**src/rtl/bus_hold_arbiter_if.sv**
```systemverilog
// Bus-hold arbiter port bundle: requester/CPU side (master) and arbiter side (slave).
// Latency: none, wires only.
// Backpressure: none here; req is a level held by each requester until it is done with the bus.
// Signals: req/grant per requester, preempt advisory, hold/holda CPU handshake,
//          busy, sticky hold_err, last_id of the most recent grantee.
interface bus_hold_arbiter_if #(
  parameter int N = 4
);
  logic [N-1:0] req;
  logic [N-1:0] grant;
  logic         preempt;
  logic         hold;
  logic         holda;
  logic         busy;
  logic         hold_err;
  logic [2:0]   last_id;

  modport master (
    output req, holda,
    input  grant, preempt, hold, busy, hold_err, last_id
  );

  modport slave (
    input  req, holda,
    output grant, preempt, hold, busy, hold_err, last_id
  );
endinterface

```
**src/rtl/bus_hold_arbiter.sv**
```systemverilog
// Bus-hold arbiter: raises CPU HOLD, waits for HOLDA, then grants the local bus round-robin to N masters.
// Latency: hold 1 clk after req; grant 1+SYNC_STAGES+1 clks after HOLDA rises; >=1 idle clk between grantees.
// Backpressure: grant is held while the owner keeps req; preempt only advises the owner to let go.
// Ports: clk, reset_n (async, active-low); bus (slave modport): req[N], holda in;
//        grant[N], preempt, hold, busy, hold_err (sticky), last_id[3] out.
module bus_hold_arbiter #(
  parameter int N           = 4,
  parameter int MAX_TENURE  = 64,
  parameter int HOLDA_TMO   = 255,
  parameter int SYNC_STAGES = 2
) (
  input  logic                clk,
  input  logic                reset_n,
  bus_hold_arbiter_if.slave   bus
);

  localparam logic [2:0] S_IDLE  = 3'd0;
  localparam logic [2:0] S_HREQ  = 3'd1;
  localparam logic [2:0] S_ARB   = 3'd2;
  localparam logic [2:0] S_GNT   = 3'd3;
  localparam logic [2:0] S_HDROP = 3'd4;

  localparam int TW = $clog2(MAX_TENURE + 1);
  localparam int OW = $clog2(HOLDA_TMO + 1);

  logic [2:0]    state_q,    state_d;
  logic [TW-1:0] tenure_q,   tenure_d;
  logic [OW-1:0] tmo_q,      tmo_d;
  logic [N-1:0]  grant_q,    grant_d;
  logic          hold_q,     hold_d;
  logic          preempt_q,  preempt_d;
  logic          hold_err_q, hold_err_d;
  logic [2:0]    last_id_q,  last_id_d;
  logic [N-1:0]  own_mask_d;
  logic          holda_s;
  logic          pick_vld;
  logic [2:0]    pick_id;

  // HOLDA comes from the CPU pin; optionally pass it through a synchroniser chain.
  generate
    if (SYNC_STAGES == 0) begin : g_nosync
      assign holda_s = bus.holda;
    end else begin : g_sync
      logic [SYNC_STAGES-1:0] sync_q, sync_d;

      always_comb begin
        sync_d[0] = bus.holda;
        for (int i = 1; i < SYNC_STAGES; i++) sync_d[i] = sync_q[i-1];
      end

      always_ff @(posedge clk or negedge reset_n) begin
        if (!reset_n) sync_q <= '0;
        else          sync_q <= sync_d;
      end

      assign holda_s = sync_q[SYNC_STAGES-1];
    end
  endgenerate

  // Round-robin pick: distance 0 is last_id+1, distance N-1 is last_id itself,
  // so a requester that just released is scanned last.
  always_comb begin
    int best_d;
    int d;
    best_d  = N;
    d       = 0;
    pick_id = last_id_q;
    for (int j = 0; j < N; j++) begin
      d = (j + N - 1 - int'(last_id_q)) % N;
      if (bus.req[j] && (d < best_d)) begin
        best_d  = d;
        pick_id = 3'(j);
      end
    end
    pick_vld = (best_d < N);
  end

  always_comb begin
    state_d    = state_q;
    tenure_d   = '0;
    tmo_d      = '0;
    hold_err_d = hold_err_q;
    last_id_d  = last_id_q;

    case (state_q)
      S_IDLE: begin
        if (|bus.req) state_d = S_HREQ;
      end
      // HOLD stays up until HOLDA even if req vanishes; ARB then sends us to HDROP.
      S_HREQ: begin
        tmo_d = tmo_q + 1'b1;
        if (holda_s) begin
          state_d = S_ARB;
        end else if (tmo_d == OW'(HOLDA_TMO)) begin
          hold_err_d = 1'b1;
          state_d    = S_HDROP;
        end
      end
      S_ARB: begin
        if (!holda_s) begin
          hold_err_d = 1'b1;
          state_d    = S_HDROP;
        end else if (!pick_vld) begin
          state_d = S_HDROP;
        end else begin
          last_id_d = pick_id;
          tenure_d  = TW'(1);
          state_d   = S_GNT;
        end
      end
      // grant_q is one-hot on last_id here, so req & grant_q is the owner's request.
      S_GNT: begin
        if (!holda_s) begin
          hold_err_d = 1'b1;
          state_d    = S_HDROP;
        end else if (!(|(bus.req & grant_q))) begin
          state_d = (|bus.req) ? S_ARB : S_HDROP;
        end else begin
          tenure_d = (tenure_q == TW'(MAX_TENURE)) ? tenure_q : tenure_q + 1'b1;
        end
      end
      S_HDROP: begin
        if (!holda_s) state_d = S_IDLE;
      end
      default: state_d = S_IDLE;
    endcase

    // Outputs are decoded from the next state so they leave the flops with the state.
    own_mask_d = N'(1) << last_id_d;
    hold_d     = (state_d == S_HREQ) || (state_d == S_ARB) || (state_d == S_GNT);
    grant_d    = (state_d == S_GNT) ? own_mask_d : '0;
    preempt_d  = (state_d == S_GNT) && (tenure_d >= TW'(MAX_TENURE)) &&
                 (|(bus.req & ~own_mask_d));
  end

  always_ff @(posedge clk or negedge reset_n) begin
    if (!reset_n) begin
      state_q    <= S_IDLE;
      tenure_q   <= '0;
      tmo_q      <= '0;
      grant_q    <= '0;
      hold_q     <= 1'b0;
      preempt_q  <= 1'b0;
      hold_err_q <= 1'b0;
      last_id_q  <= 3'(N - 1);
    end else begin
      state_q    <= state_d;
      tenure_q   <= tenure_d;
      tmo_q      <= tmo_d;
      grant_q    <= grant_d;
      hold_q     <= hold_d;
      preempt_q  <= preempt_d;
      hold_err_q <= hold_err_d;
      last_id_q  <= last_id_d;
    end
  end

  assign bus.grant    = grant_q;
  assign bus.hold     = hold_q;
  assign bus.preempt  = preempt_q;
  assign bus.hold_err = hold_err_q;
  assign bus.last_id  = last_id_q;
  assign bus.busy     = hold_q | (|grant_q);

endmodule

```
**src/flat_wrapper.sv**
```systemverilog
// flat-port wrapper written by rule: the top's interface ports become plain ports
module bus_hold_arbiter_flat 
#(
  parameter int N           = 4,
  parameter int MAX_TENURE  = 64,
  parameter int HOLDA_TMO   = 255,
  parameter int SYNC_STAGES = 2
)
  (clk, reset_n, bus_req, bus_holda, bus_grant, bus_preempt, bus_hold, bus_busy, bus_hold_err, bus_last_id);
  bus_hold_arbiter_if #(.N(N)) bus_i ();
  input  logic clk;
  input  logic reset_n;
  input wire logic [$bits(bus_i.req)-1:0] bus_req;
  input wire logic [$bits(bus_i.holda)-1:0] bus_holda;
  output wire logic [$bits(bus_i.grant)-1:0] bus_grant;
  output wire logic [$bits(bus_i.preempt)-1:0] bus_preempt;
  output wire logic [$bits(bus_i.hold)-1:0] bus_hold;
  output wire logic [$bits(bus_i.busy)-1:0] bus_busy;
  output wire logic [$bits(bus_i.hold_err)-1:0] bus_hold_err;
  output wire logic [$bits(bus_i.last_id)-1:0] bus_last_id;
  assign bus_i.req = bus_req;
  assign bus_i.holda = bus_holda;
  assign bus_grant = bus_i.grant;
  assign bus_preempt = bus_i.preempt;
  assign bus_hold = bus_i.hold;
  assign bus_busy = bus_i.busy;
  assign bus_hold_err = bus_i.hold_err;
  assign bus_last_id = bus_i.last_id;
  bus_hold_arbiter #(.N(N), .MAX_TENURE(MAX_TENURE), .HOLDA_TMO(HOLDA_TMO), .SYNC_STAGES(SYNC_STAGES)) u_core (.clk(clk), .reset_n(reset_n), .bus(bus_i));
endmodule
```
**config.mk**
```make
export PLATFORM = sky130hd
export DESIGN_NAME = bus_hold_arbiter_flat
export DESIGN_NICKNAME = d
export VERILOG_FILES = /design/src/rtl/bus_hold_arbiter_if.sv /design/src/rtl/bus_hold_arbiter.sv /design/src/flat_wrapper.sv
export SDC_FILE = /design/constraint.sdc
export NUM_CORES = 1
export LEC_CHECK = 0
export ABC_AREA = 1
export CORE_MARGIN = 2
export CORE_UTILIZATION = 61
export DETAILED_ROUTE_END_ITERATION = 8
export PLACE_DENSITY = 0.85
export SKIP_CTS_REPAIR_TIMING = 1
export SLEW_MARGIN = 40
export SYNTH_ARGS = -nofsm -noshare
export SYNTH_HDL_FRONTEND = slang
export SYNTH_SLANG_ARGS = --single-unit
```
**constraint.sdc**
```tcl
create_clock -name clk -period 6.44 [get_ports clk]
set_input_delay 1.932 -clock clk [delete_from_list [all_inputs] [get_ports clk]]
set_output_delay 1.932 -clock clk [all_outputs]
set_load 0.01 [all_outputs]
```
== Word-level counts from Yosys, hierarchy flattened ==
Index checks and enable logic that the tools add are counted.
Storage, ports and cells
  flip-flop bits (word level): 30
  input bits: 7
Operators by class
  shift operators: 1
  $lt $le $gt $ge: 6
  mux-type cells: 33
  eq/ne operators: 12
  bitwise gates (word level): 8
  add/sub/neg operators: 6
  reduce and logical (&&, ||, !) cells: 20
Operators by type and width (count)
  32-bit 2-to-1 mux: 4
  3-bit by 32-bit < comparator with 1-bit output: 3
  3-bit 2-to-1 mux: 16
  32-bit by 4-bit < comparator with 1-bit output, second input constant: 1
  7-bit 2-to-1 mux: 4
  4-bit OR reduction: 4
  3-bit one-hot mux with 5 select lines: 1
  7-bit one-hot mux with 2 select lines: 1
  3-bit by 2-bit == test with 1-bit output, second input constant: 4
  3-bit by 3-bit subtractor with 4-bit output, first input constant: 3
  2-bit OR reduction: 5
  8-bit by 1-bit adder with 8-bit output, second input constant: 1
  4-bit bitwise AND: 2
  8-bit == test, second input constant: 1
  8-bit 2-to-1 mux: 1
  7-bit by 1-bit adder with 7-bit output, second input constant: 1
  7-bit == test, second input constant: 1
  7-bit >= comparator, second input constant: 1
  3-bit by 1-bit == test with 1-bit output, second input constant: 2
  1-bit logical AND: 6
  1-bit bitwise AND: 4
  3-bit by 4-bit < comparator with 1-bit output, second input constant: 1
  1-bit 2-to-1 mux: 4
  4-bit 2-to-1 mux: 1
  12 further kinds: 14

== Logic depth before layout (Yosys ltp) ==
Gate-level depths: netlist of run 1.
  depth in word-level cells: 24
  mapped depth: 37
  gate-level depth less buffers: 37

== Worst setup path after synthesis of run 1 ==
Ideal clock, no wire load.
  path type: input port to flip-flop
  start: in bus_req[0]
  end: reg u_core.preempt_q (netlist: u_core.bus.preempt)
  required time: 6.325 ns
  slack: 1.258 ns
  buffers on the path: 1
  cell stages on the path: 32
  setup time: 0.115 ns
  arrival: 5.066 ns
  cells stage by stage: buf_6 > inv_1 > nor2_1 > ha_1 > nand2_1 > nand2_1 > nand2_1 > nand2_1 > or2_1 > nand2_1 > ha_1 > inv_1 > nor3_1 > nand2_1 > nand2_1 > nand2_2 > inv_1 > nand2_1 > nand2_1 > ha_1 > a21oi_1 > nand2_1 > nand2_2 > nand2_4 > nand2_4 > nand3_4 > o21ai_2 > nand3_1 > nand2_1 > nand2_1 > nor2_1 > nor2_1
Between the ends
  longest elaborated chain between the ends: 20
Ends and longest elaborated chain
  start, declared: line flat_wrapper.sv:13  | input wire logic [$bits(bus_i.req)-1:0] bus_req;
  parallel branches: the longest is 19 deep, another holds 3-bit by 32-bit < comparator with 1-bit output
  1-bit logical AND *: line bus_hold_arbiter.sv:132  | preempt_d = (state_d == S_GNT) && (tenure_d >= TW'(MAX_TENURE)) &&
  net u_core.preempt_d: line bus_hold_arbiter.sv:31  | logic preempt_q, preempt_d;
  end signal, assigned: line bus_hold_arbiter.sv:152  | preempt_q <= preempt_d;
  end, declared: line bus_hold_arbiter.sv:31
Mark *: on every way through the listed nets, which the timed path passes.
A chain may end at the register's enable or synchronous reset.

== Worst setup path after layout of run 1 ==
Same ends and word-level chain as after synthesis.

==> results of run 1 <==
## cell type report
cell class                 instances  area, µm²  area share (%)
multi-input combinational        183       1030            46.5
sequential                        30        753            34.0
timing repair buffer              18        178            8.03
inverter                          40        150            6.79
tap                               44       55.1            2.49
clock buffer                       5       37.5            1.70
clock inverter                     2       10.0           0.452
## synthesized netlist by cell type
| library cell | count | share of area [%] |
|---|---|---|
| nand3_1 | 17 | 4.3 |
| a21oi_1 | 6 | 1.5 |
| nor3_1 | 5 | 1.3 |
| xor2_1 | 7 | 3.1 |
| nor4_1 | 2 | 0.64 |
| ha_1 | 16 | 10 |
| o22ai_1 | 1 | 0.32 |
| a31oi_1 | 2 | 0.64 |
| nand3b_1 | 2 | 0.77 |
| dfrtp_1 | 28 | 36 |
| clkbuf_8 | 1 | 0.70 |
| or2_1 | 1 | 0.32 |
| buf_6 | 1 | 0.58 |
| or2_2 | 1 | 0.32 |
| clkinv_1 | 1 | 0.19 |
| o21a_1 | 1 | 0.38 |
| a211oi_1 | 2 | 0.77 |
| nor2_2 | 1 | 0.32 |
| nand3_4 | 1 | 0.90 |
| a221oi_1 | 1 | 0.45 |
| nand2_2 | 7 | 2.2 |
| nand2_1 | 60 | 12 |
| inv_1 | 38 | 7.3 |
| nor2_1 | 33 | 6.3 |
| a2111oi_0 | 1 | 0.45 |
| o21ai_0 | 7 | 1.8 |
| dfstp_2 | 2 | 2.7 |
| nand4_1 | 3 | 0.96 |
| inv_2 | 1 | 0.19 |
| o21ai_2 | 1 | 0.45 |
| nand2_4 | 2 | 1.2 |
| xnor2_1 | 3 | 1.3 |
## cell families (layout without fill, tap and decap cells)
group           count (synthesis)  count (layout)  share of synthesized area [%]
fa+ha+maj                      16              16                           10.2
buf+inv                        42              65                           8.95
simple gates                  135             135                           31.1
compound gates                 22              22                           6.78
xor+xnor                       10              10                           4.48
flops                          30              30                           38.5
## critical path, delay by kind of cell
family,cells,cell delay (ns)
simple gates,23,2.11
compound gates,2,0.33
buf+inv,4,0.93
fa+ha+maj,3,0.83
## flip-flops by register name, summed over array words and instances (netlist names)
| register | cells |
|---|---|
| u_core.tmo_q | 8 |
| u_core.tenure_q | 7 |
| u_core.bus.grant | 4 |
| u_core.bus.last_id | 3 |
| u_core.state_q | 3 |
| u_core.g_sync.sync_q | 2 |
| u_core.bus.hold | 1 |
| u_core.bus.hold_err | 1 |
| u_core.bus.preempt | 1 |
## path summary, 6_finish.rpt
check | to | slack (ns) | depth (start not counted)
max | u_core.bus.preempt$_DFF_PN0_ | 0.56 | 32
min in group asynchronous | u_core.tmo_q[5]$_DFF_PN0_ | 1.98 | 2
min reg2reg | u_core.g_sync.sync_q[1]$_DFF_PN0_ | 0.36 | 0
min | u_core.g_sync.sync_q[1]$_DFF_PN0_ | 0.36 | 0
max reg2reg | u_core.bus.preempt$_DFF_PN0_ | 1.71 | 30
max in group asynchronous | u_core.bus.last_id[0]$_DFF_PN1_ | 4.13 | 2
## power breakdown
part	total, mW	internal (mW)	switching [mW]
logic	0.386	0.150	0.236
clock network	0.100	0.0391	0.0612
registers	0.256	0.222	0.0340
## metal layers
layer	GRT usage (%)	vias to the layer above	share of wire [%]
met3	4.69	8	5.9
li1	-	856	-
met1	33.1	728	50
met4	10.6	0	2.4
met5	0	-	0
met2	33.6	38	42
## metrics by stage
stage | instances | power [mW] | util [%]
final | 322 | 0.742 | 72.5
after global routing | 322 | 0.818 | 72.5
after CTS | 322 | 0.746 | 72.5
after detailed placement | 315 | 0.643 | 70.9
after global placement | 315 | 0.635 | 70.9
after floorplan | 255 | 0.535 | -
==> metrics.yaml, run 1 <==
status: "finished, final reports clean"
clk_pin_slew_worst_paths_ns: 0.08
grt_antenna_before_repair: 0
syn_area_per_cell_um2: 7.67
cts_tree: "done"
routedWlPerCell_um: 11.3
netlist_instances: 255
max_freq_mhz: 170
grt_pass1_vias: 1474
rsz0062_at_grt: "false"
synth-seq-area-share_pct: 38.5
hold_path_class: "flop to flop"
vias: 1630
setup_viol: 0
antenna_cells: 0
grt_overflow: 0
max_cap_violations: 0
drt_iter0_markers: 71
postPlaceCellArea_um2: 2160
drt_pass1_iterations: 4
hold_viol: 0
crit_arrival_ns: 6.10
drt.antenna.violating_nets: 0
crit_slowest_cell: "clkdlybuf4s50_1"
fin_nets: 301
syn2layout_area_growth_pct: 13.0
die_x_um: 60.6
fin_ws_ns: 0.564
cts_made_buffers: 5
tightest_slew_ns: 0.452
cp_max_fo: 10
coreArea_um2: 3050
synth_nets: 278
grt_pass1_wl_mm: 6.19
dpl.hpwl_mm: 2.79
max_stage_delay_ns: 0.65
die_h_um: 60.6
crit_path_end_kind: "flop"
root_buffer: "clkbuf_4"
finalCritPeriodShare_pct: 91.2
ys_types: 32
clock-sinks: 30
vdd_drop_max_mv: 0.240
finClkSkew_ns: 0.00810
tns_ns: 0
num_rows: 20
min_from: "u_core.g_sync.sync_q[0]$_DFF_PN0_"
grt_use_total_pct: 23.0
start_util_pct: 64.1
holdWs_ns: 0.357
layout_commonest_cell: "nand2_1"
slew_headroom_pct: 69.1
drive_gt1_share_pct: 8.63
drt-total-wl_mm: 3.65
crit_top_cell: "nand2_1"
powerDensity_nw_per_um2: 335
clock_path_buffers: 2
via_per_inst: 5.06
grt_max_degree: 31
crit_path_start_kind: "input port"
ys_ff_latch: 30
crit_type: "input port to flop"
worstReg2RegStart: "u_core.bus.last_id[1]$_DFF_PN1_"
cts-htree-levels: 2
clock_latency_ns: 0.33
dp_slack_ns: 0.260
worstPathRequired_ns: 6.67
fin_crit_ns: 5.88
io_pins: 18
p_leak_nw: 1.11
portBuffers: 17
synthesis.area_um2: 1960
dieArea_um2: 3680
slew_violations: 0
drc: 0
fin_area_um2: 2210
crit_start: "bus_req[0]"
place_congestion: 0.859
layout_common_cells: "nand2_1 (60), inv_1 (38), nor2_1 (33)"
yosysWarnings: 0
fillers: 247
Note: power is estimated with default switching activity, not from simulation.
==> run 2: changes to the inputs <==
Settings changed: PLACE_DENSITY 0.85 to 0.84.
==> run 2 against run 1 <==
Clock skew is 0.0018 ns lower. Critical path depth unchanged. Clock power is 56% higher. Largest power group unchanged.
==> metrics.yaml, run 2 (synthesis results as in run 1) <==
cts-htree-levels: 2  # unchanged
routedWlPerCell_um: 12.0  # +5.8%
clk_pin_slew_worst_paths_ns: 0.09  # about the same
dpl.hpwl_mm: 2.81  # +0.68%
worstPathRequired_ns: 6.67  # about the same
crit_arrival_ns: 6.13  # +0.03 ns
grt_use_total_pct: 24.0  # +0.97 points
max_freq_mhz: 169  # -0.53%
regArea_um2: 753  # unchanged
fin_nets: 301  # unchanged
fin_cells: 322  # unchanged
dp_slack_ns: 0.244  # -0.0153 ns
antenna_cells: 0  # unchanged
cts_tree: "done"
rsz0062_at_grt: "false"
finalCritPeriodShare_pct: 91.7  # +0.48 points
die_h_um: 60.6  # unchanged
max_stage_delay_ns: 0.64  # about the same
slew_violations: 0  # unchanged
clock-sinks: 30  # unchanged
vias: 1666  # +2.2%
clock_latency_ns: 0.33  # about the same
grt_pass1_wl_mm: 6.54  # +5.7%
status: "finished, final reports clean"
vdd_drop_max_mv: 0.271  # +13%
drt.antenna.violating_nets: 0  # unchanged
grt_pass1_vias: 1515  # +2.8%
postPlaceCellArea_um2: 2160  # unchanged
top_register: "u_core.tmo_q"
hold_viol: 0  # unchanged
fin_ws_ns: 0.533  # -0.0312 ns
crit_type: "input port to flop"
place_congestion: 0.919  # +6.9%
p_leak_nw: 1.12  # +1.2%
cp_max_fo: 10  # unchanged
die_x_um: 60.6  # unchanged
fin_area_um2: 2250  # +1.5%
hold_path_class: "flop to flop"
layout_common_cells: "nand2_1 (60), inv_1 (38), nor2_1 (33)"
dieArea_um2: 3680  # unchanged
tns_ns: 0  # unchanged
drive_gt1_share_pct: 8.63  # unchanged
coreArea_um2: 3050  # unchanged
setup_viol: 0  # unchanged
drt-total-wl_mm: 3.86  # +5.8%
dp_cells: 315  # unchanged
root_buffer: "clkbuf_4"
crit_path_end_kind: "flop"
clock_path_buffers: 2  # unchanged
slew_headroom_pct: 70.5  # +1.4 points
drc: 0  # unchanged
layout_commonest_cell: "nand2_1"
start_util_pct: 64.1  # unchanged
max_cap_violations: 0  # unchanged
tightest_slew_ns: 0.439  # -0.0124 ns
via_per_inst: 5.17  # +2.2%
powerDensity_nw_per_um2: 356  # +6.0%
fin_crit_ns: 5.91  # +0.0312 ns
syn2layout_area_growth_pct: 14.8
multi_input_area_um2: 1030  # unchanged
portBuffers: 17  # unchanged
reg2reg_slack_ns: 1.64  # -0.07 ns
largest_reg_flops: 8  # unchanged
grt_max_degree: 31  # unchanged
grt_antenna_before_repair: 0  # unchanged
drt_iter0_markers: 105  # +48%
crit_slowest_cell: "clkdlybuf4s50_1"
io_pins: 18  # unchanged
drt_pass1_iterations: 4  # unchanged
total_power_uw: 799  # +7.6%
crit_path_start_kind: "input port"
grt_overflow: 0  # unchanged
crit_top_cell: "nand2_1"
num_rows: 20  # unchanged
fillers: 243  # -1.6%
cts_made_buffers: 5  # unchanged
finClkSkew_ns: 0.00627  # -0.00183 ns
-- run 2: changes by cell type in the layout (fill, tap and decap cells not counted) --
cell,previous run,this run
clkinv_2,2,0
bufinv_16,0,1
clkbuf_8,0,1
-- run 2: worst paths after layout --
path                                                   startpoint                                 to  depth (start not counted)
worst max-delay path                                   bus_req[0]       u_core.bus.preempt$_DFF_PN0_                         32
worst min-delay path            u_core.g_sync.sync_q[0]$_DFF_PN0_  u_core.g_sync.sync_q[1]$_DFF_PN0_                          0
worst max register to register    u_core.bus.last_id[1]$_DFF_PN1_       u_core.bus.preempt$_DFF_PN0_                         30
worst min register to register  u_core.g_sync.sync_q[0]$_DFF_PN0_  u_core.g_sync.sync_q[1]$_DFF_PN0_                          0
max in group asynchronous                                 reset_n    u_core.bus.last_id[0]$_DFF_PN1_                          2
min in group asynchronous                                 reset_n          u_core.tmo_q[3]$_DFF_PN0_                          2
-- run 2: cell type report --
type,count,share of cell area (%)
multi-input cells,183,45.8
flip-flops and latches,30,33.5
well taps,44,2.45
repair buffers,18,7.91
inverters,40,6.69
clock buffers,6,2.28
clock inverters,1,1.34
-- run 2: power breakdown --
| group | total (mW) | switching, mW | internal [mW] |
|---|---|---|---|
| logic | 0.386 | 0.237 | 0.149 |
| clock network | 0.156 | 0.0657 | 0.0903 |
| registers | 0.256 | 0.0341 | 0.222 |
| total | 0.799 | 0.337 | 0.462 |
-- run 2: per-stage QoR --
step	util, %	hold slack, ns
CTS	73.6	0.359
finish	73.6	0.356
global placement	70.9	0.333
detailed placement	70.9	0.337
global route	73.6	0.376
floorplan	-	0.331
-- run 2: layer usage --
metal / vias to the layer above / track usage (%) / wire length, µm
met2: 50 / 36.9 / 1750
met5: - / 0 / 0
met1: 752 / 33.9 / 1830
met4: 0 / 8.07 / 52
li1: 859 / - / -
met3: 5 / 5.33 / 226
-- run 2: worst max-delay path, delay by kind of cell --
family | cells | cell delay [ns]
AO/OA/AOI/OAI | 2 | 0.34
adder cells (fa/ha/maj) | 3 | 0.83
buffers and inverters | 4 | 0.92
AND/OR/NAND/NOR | 23 | 2.10
==> run 3: changes to the inputs <==
Settings changed: CORE_UTILIZATION 61 to 32, PLACE_DENSITY 0.84 to not set.
==> run 3 against run 2 <==
Clock-buffer cell count up 1. Worst hold slack better by 0.0076 ns. Flip-flop and latch count unchanged. Critical endpoint unchanged. Clock power about the same. Clock skew down 0.0019 ns. Register-to-register slack better by 0.08 ns. Maximum frequency about the same. Combinational power about the same. First-iteration DRC count up 8.6%.
==> metrics.yaml, run 3 (synthesis results as in run 1) <==
status: "finished, final reports clean"
top_register: "u_core.tmo_q"
tightest_slew_ns: 0.453  # +0.0142 ns
crit_top_cell: "nand2_1"
hold_viol: 0  # unchanged
die_x_um: 82.2  # +36%
worstReg2RegStart: "u_core.bus.last_id[1]$_DFF_PN1_"
r2r_cells: 29  # -3.3%
drc: 0  # unchanged
layout_common_cells: "nand2_1 (60), inv_1 (38), nor2_1 (33)"
max_cap_violations: 0  # unchanged
clk_pin_slew_worst_paths_ns: 0.06  # -0.03 ns
place_congestion: 0.831  # -9.5%
regArea_um2: 753  # unchanged
cts_made_buffers: 5  # unchanged
routedWlPerCell_um: 11.3  # -6.1%
clock-sinks: 30  # unchanged
max_freq_mhz: 169  # about the same
crit_slowest_cell: "clkdlybuf4s50_1"
grt_antenna_before_repair: 0  # unchanged
cts-htree-levels: 2  # unchanged
drt_pass1_iterations: 4  # unchanged
r2r_end: "u_core.bus.preempt$_DFF_PN0_"
fillers: 593  # +140%
crit_arrival_ns: 6.09  # -0.04 ns
crit_end: "u_core.bus.preempt$_DFF_PN0_"
reg2reg_slack_ns: 1.72  # +0.08 ns
grt_use_total_pct: 13.9  # -10 points
num_rows: 28  # +40%
worstPathRequired_ns: 6.62  # -0.05 ns
crit_type: "input port to flop"
io_pins: 18  # unchanged
fin_util_pct: 38.8  # -35 points
dpl.hpwl_mm: 2.98  # +6.3%
crit_start: "bus_req[0]"
drive_gt1_share_pct: 8.60  # -0.031 points
multi_input_area_um2: 1030  # unchanged
clock_latency_ns: 0.28  # -0.05 ns
slew_headroom_pct: 69.0  # -1.6 points
vias: 1631  # -2.1%
syn2layout_area_growth_pct: 17.3
crit_path_end_kind: "flop"
crit_path_start_kind: "input port"
layout_commonest_cell: "nand2_1"
drt.antenna.violating_nets: 0  # unchanged
die_h_um: 82.2  # +36%
grt_max_degree: 31  # unchanged
powerDensity_nw_per_um2: 347  # -2.4%
cp_max_fo: 10  # unchanged
grt_pass1_wl_mm: 7.08  # +8.2%
clock_path_buffers: 2  # unchanged
slew_violations: 0  # unchanged
dieArea_um2: 6760  # +84%
root_buffer: "clkbuf_8"
largest_reg_flops: 8  # unchanged
portBuffers: 17  # unchanged
setup_viol: 0  # unchanged
fin_nets: 301  # unchanged
via_per_inst: 4.61  # -11%
start_util_pct: 33.1  # -31 points
drt-total-wl_mm: 3.98  # +3.2%
p_leak_nw: 1.13  # +0.35%
hold_path_class: "flop to flop"
finClkSkew_ns: 0.00433  # -0.00194 ns
max_stage_delay_ns: 0.64  # about the same
rsz0062_at_grt: "false"
fin_crit_ns: 5.91  # +0.00236 ns
finalCritPeriodShare_pct: 91.8  # about the same
antenna_cells: 0  # unchanged
coreArea_um2: 5920  # +94%
cts_tree: "done"
grt_overflow: 0  # unchanged
tns_ns: 0  # unchanged
drt_iter0_markers: 114  # +8.6%
grt_pass1_vias: 1589  # +4.9%
vdd_drop_max_mv: 0.207  # -23%
run 3: cell types whose count changed in the layout (fill, tap and decap cells not counted), sizes merged:
| cell | previous run | this run |
|---|---|---|
| bufinv | 1 | 0 |
| clkbuf | 6 | 7 |
| clkinv | 1 | 2 |
run 3: worst max-delay path: cells and delay by family:
family                   cells  cell delay, ns
AND/OR/NAND/NOR             23            1.86
adder cells (fa/ha/maj)      3            0.88
AO/OA/AOI/OAI                3            0.62
buffers and inverters        2            0.77
run 3: how the worst min path moves through the flow:
| stage | from | end | slack (ns) | depth (start not counted) |
|---|---|---|---|---|
| 6_report | u_core.g_sync.sync_q[0]$_DFF_PN0_ | u_core.g_sync.sync_q[1]$_DFF_PN0_ | 0.36 | 0 |
| 5_1_grt | u_core.g_sync.sync_q[0]$_DFF_PN0_ | u_core.g_sync.sync_q[1]$_DFF_PN0_ | 0.39 | 0 |
| 4_1_cts | u_core.g_sync.sync_q[0]$_DFF_PN0_ | u_core.g_sync.sync_q[1]$_DFF_PN0_ | 0.38 | 0 |
| 3_5_place_dp | u_core.g_sync.sync_q[0]$_DFF_PN0_ | u_core.g_sync.sync_q[1]$_DFF_PN0_ | 0.36 | 0 |
| 3_3_place_gp | u_core.g_sync.sync_q[0]$_DFF_PN0_ | u_core.g_sync.sync_q[1]$_DFF_PN0_ | 0.36 | 0 |
| 2_1_floorplan | u_core.g_sync.sync_q[0]$_DFF_PN0_ | u_core.g_sync.sync_q[1]$_DFF_PN0_ | 0.33 | 0 |
run 3: metal layers:
metal	track usage (%)	vias to the layer above	wire length [µm]
met1	17.8	741	2020
met3	3.70	6	123
met2	21.9	28	1760
met4	6.00	0	85
li1	-	856	-
met5	0	-	0
run 3: through the flow:
stage          power [mW]  std cells  area, µm²  hold WS, ns  worst slack [ns]
6_report            0.796        354       2290        0.363             0.531
5_1_grt             0.885        354       2290        0.391             0.117
4_1_cts             0.808        354       2290        0.377             0.550
2_1_floorplan       0.535        255       1960        0.331              1.26
3_5_place_dp        0.645        346       2200        0.362             0.228
3_3_place_gp        0.644        346       2200        0.358             0.263
run 3: layout make-up:
| class | count | area share (%) |
|---|---|---|
| Timing Repair Buffer | 18 | 7.74 |
| Clock inverter | 1 | 0.218 |
| Multi-Input combinational cell | 183 | 44.8 |
| Clock buffer | 7 | 3.76 |
| Sequential cell | 30 | 32.8 |
| Tap cell | 75 | 4.09 |
| Inverter | 40 | 6.54 |
run 3: power by group:
part           leakage [nW]  switching [mW]  total [mW]  internal, mW
clock                0.0482          0.0692       0.155        0.0860
combinational         0.685           0.235       0.385         0.149
sequential            0.394          0.0339       0.257         0.223
total                  1.13           0.338       0.796         0.458
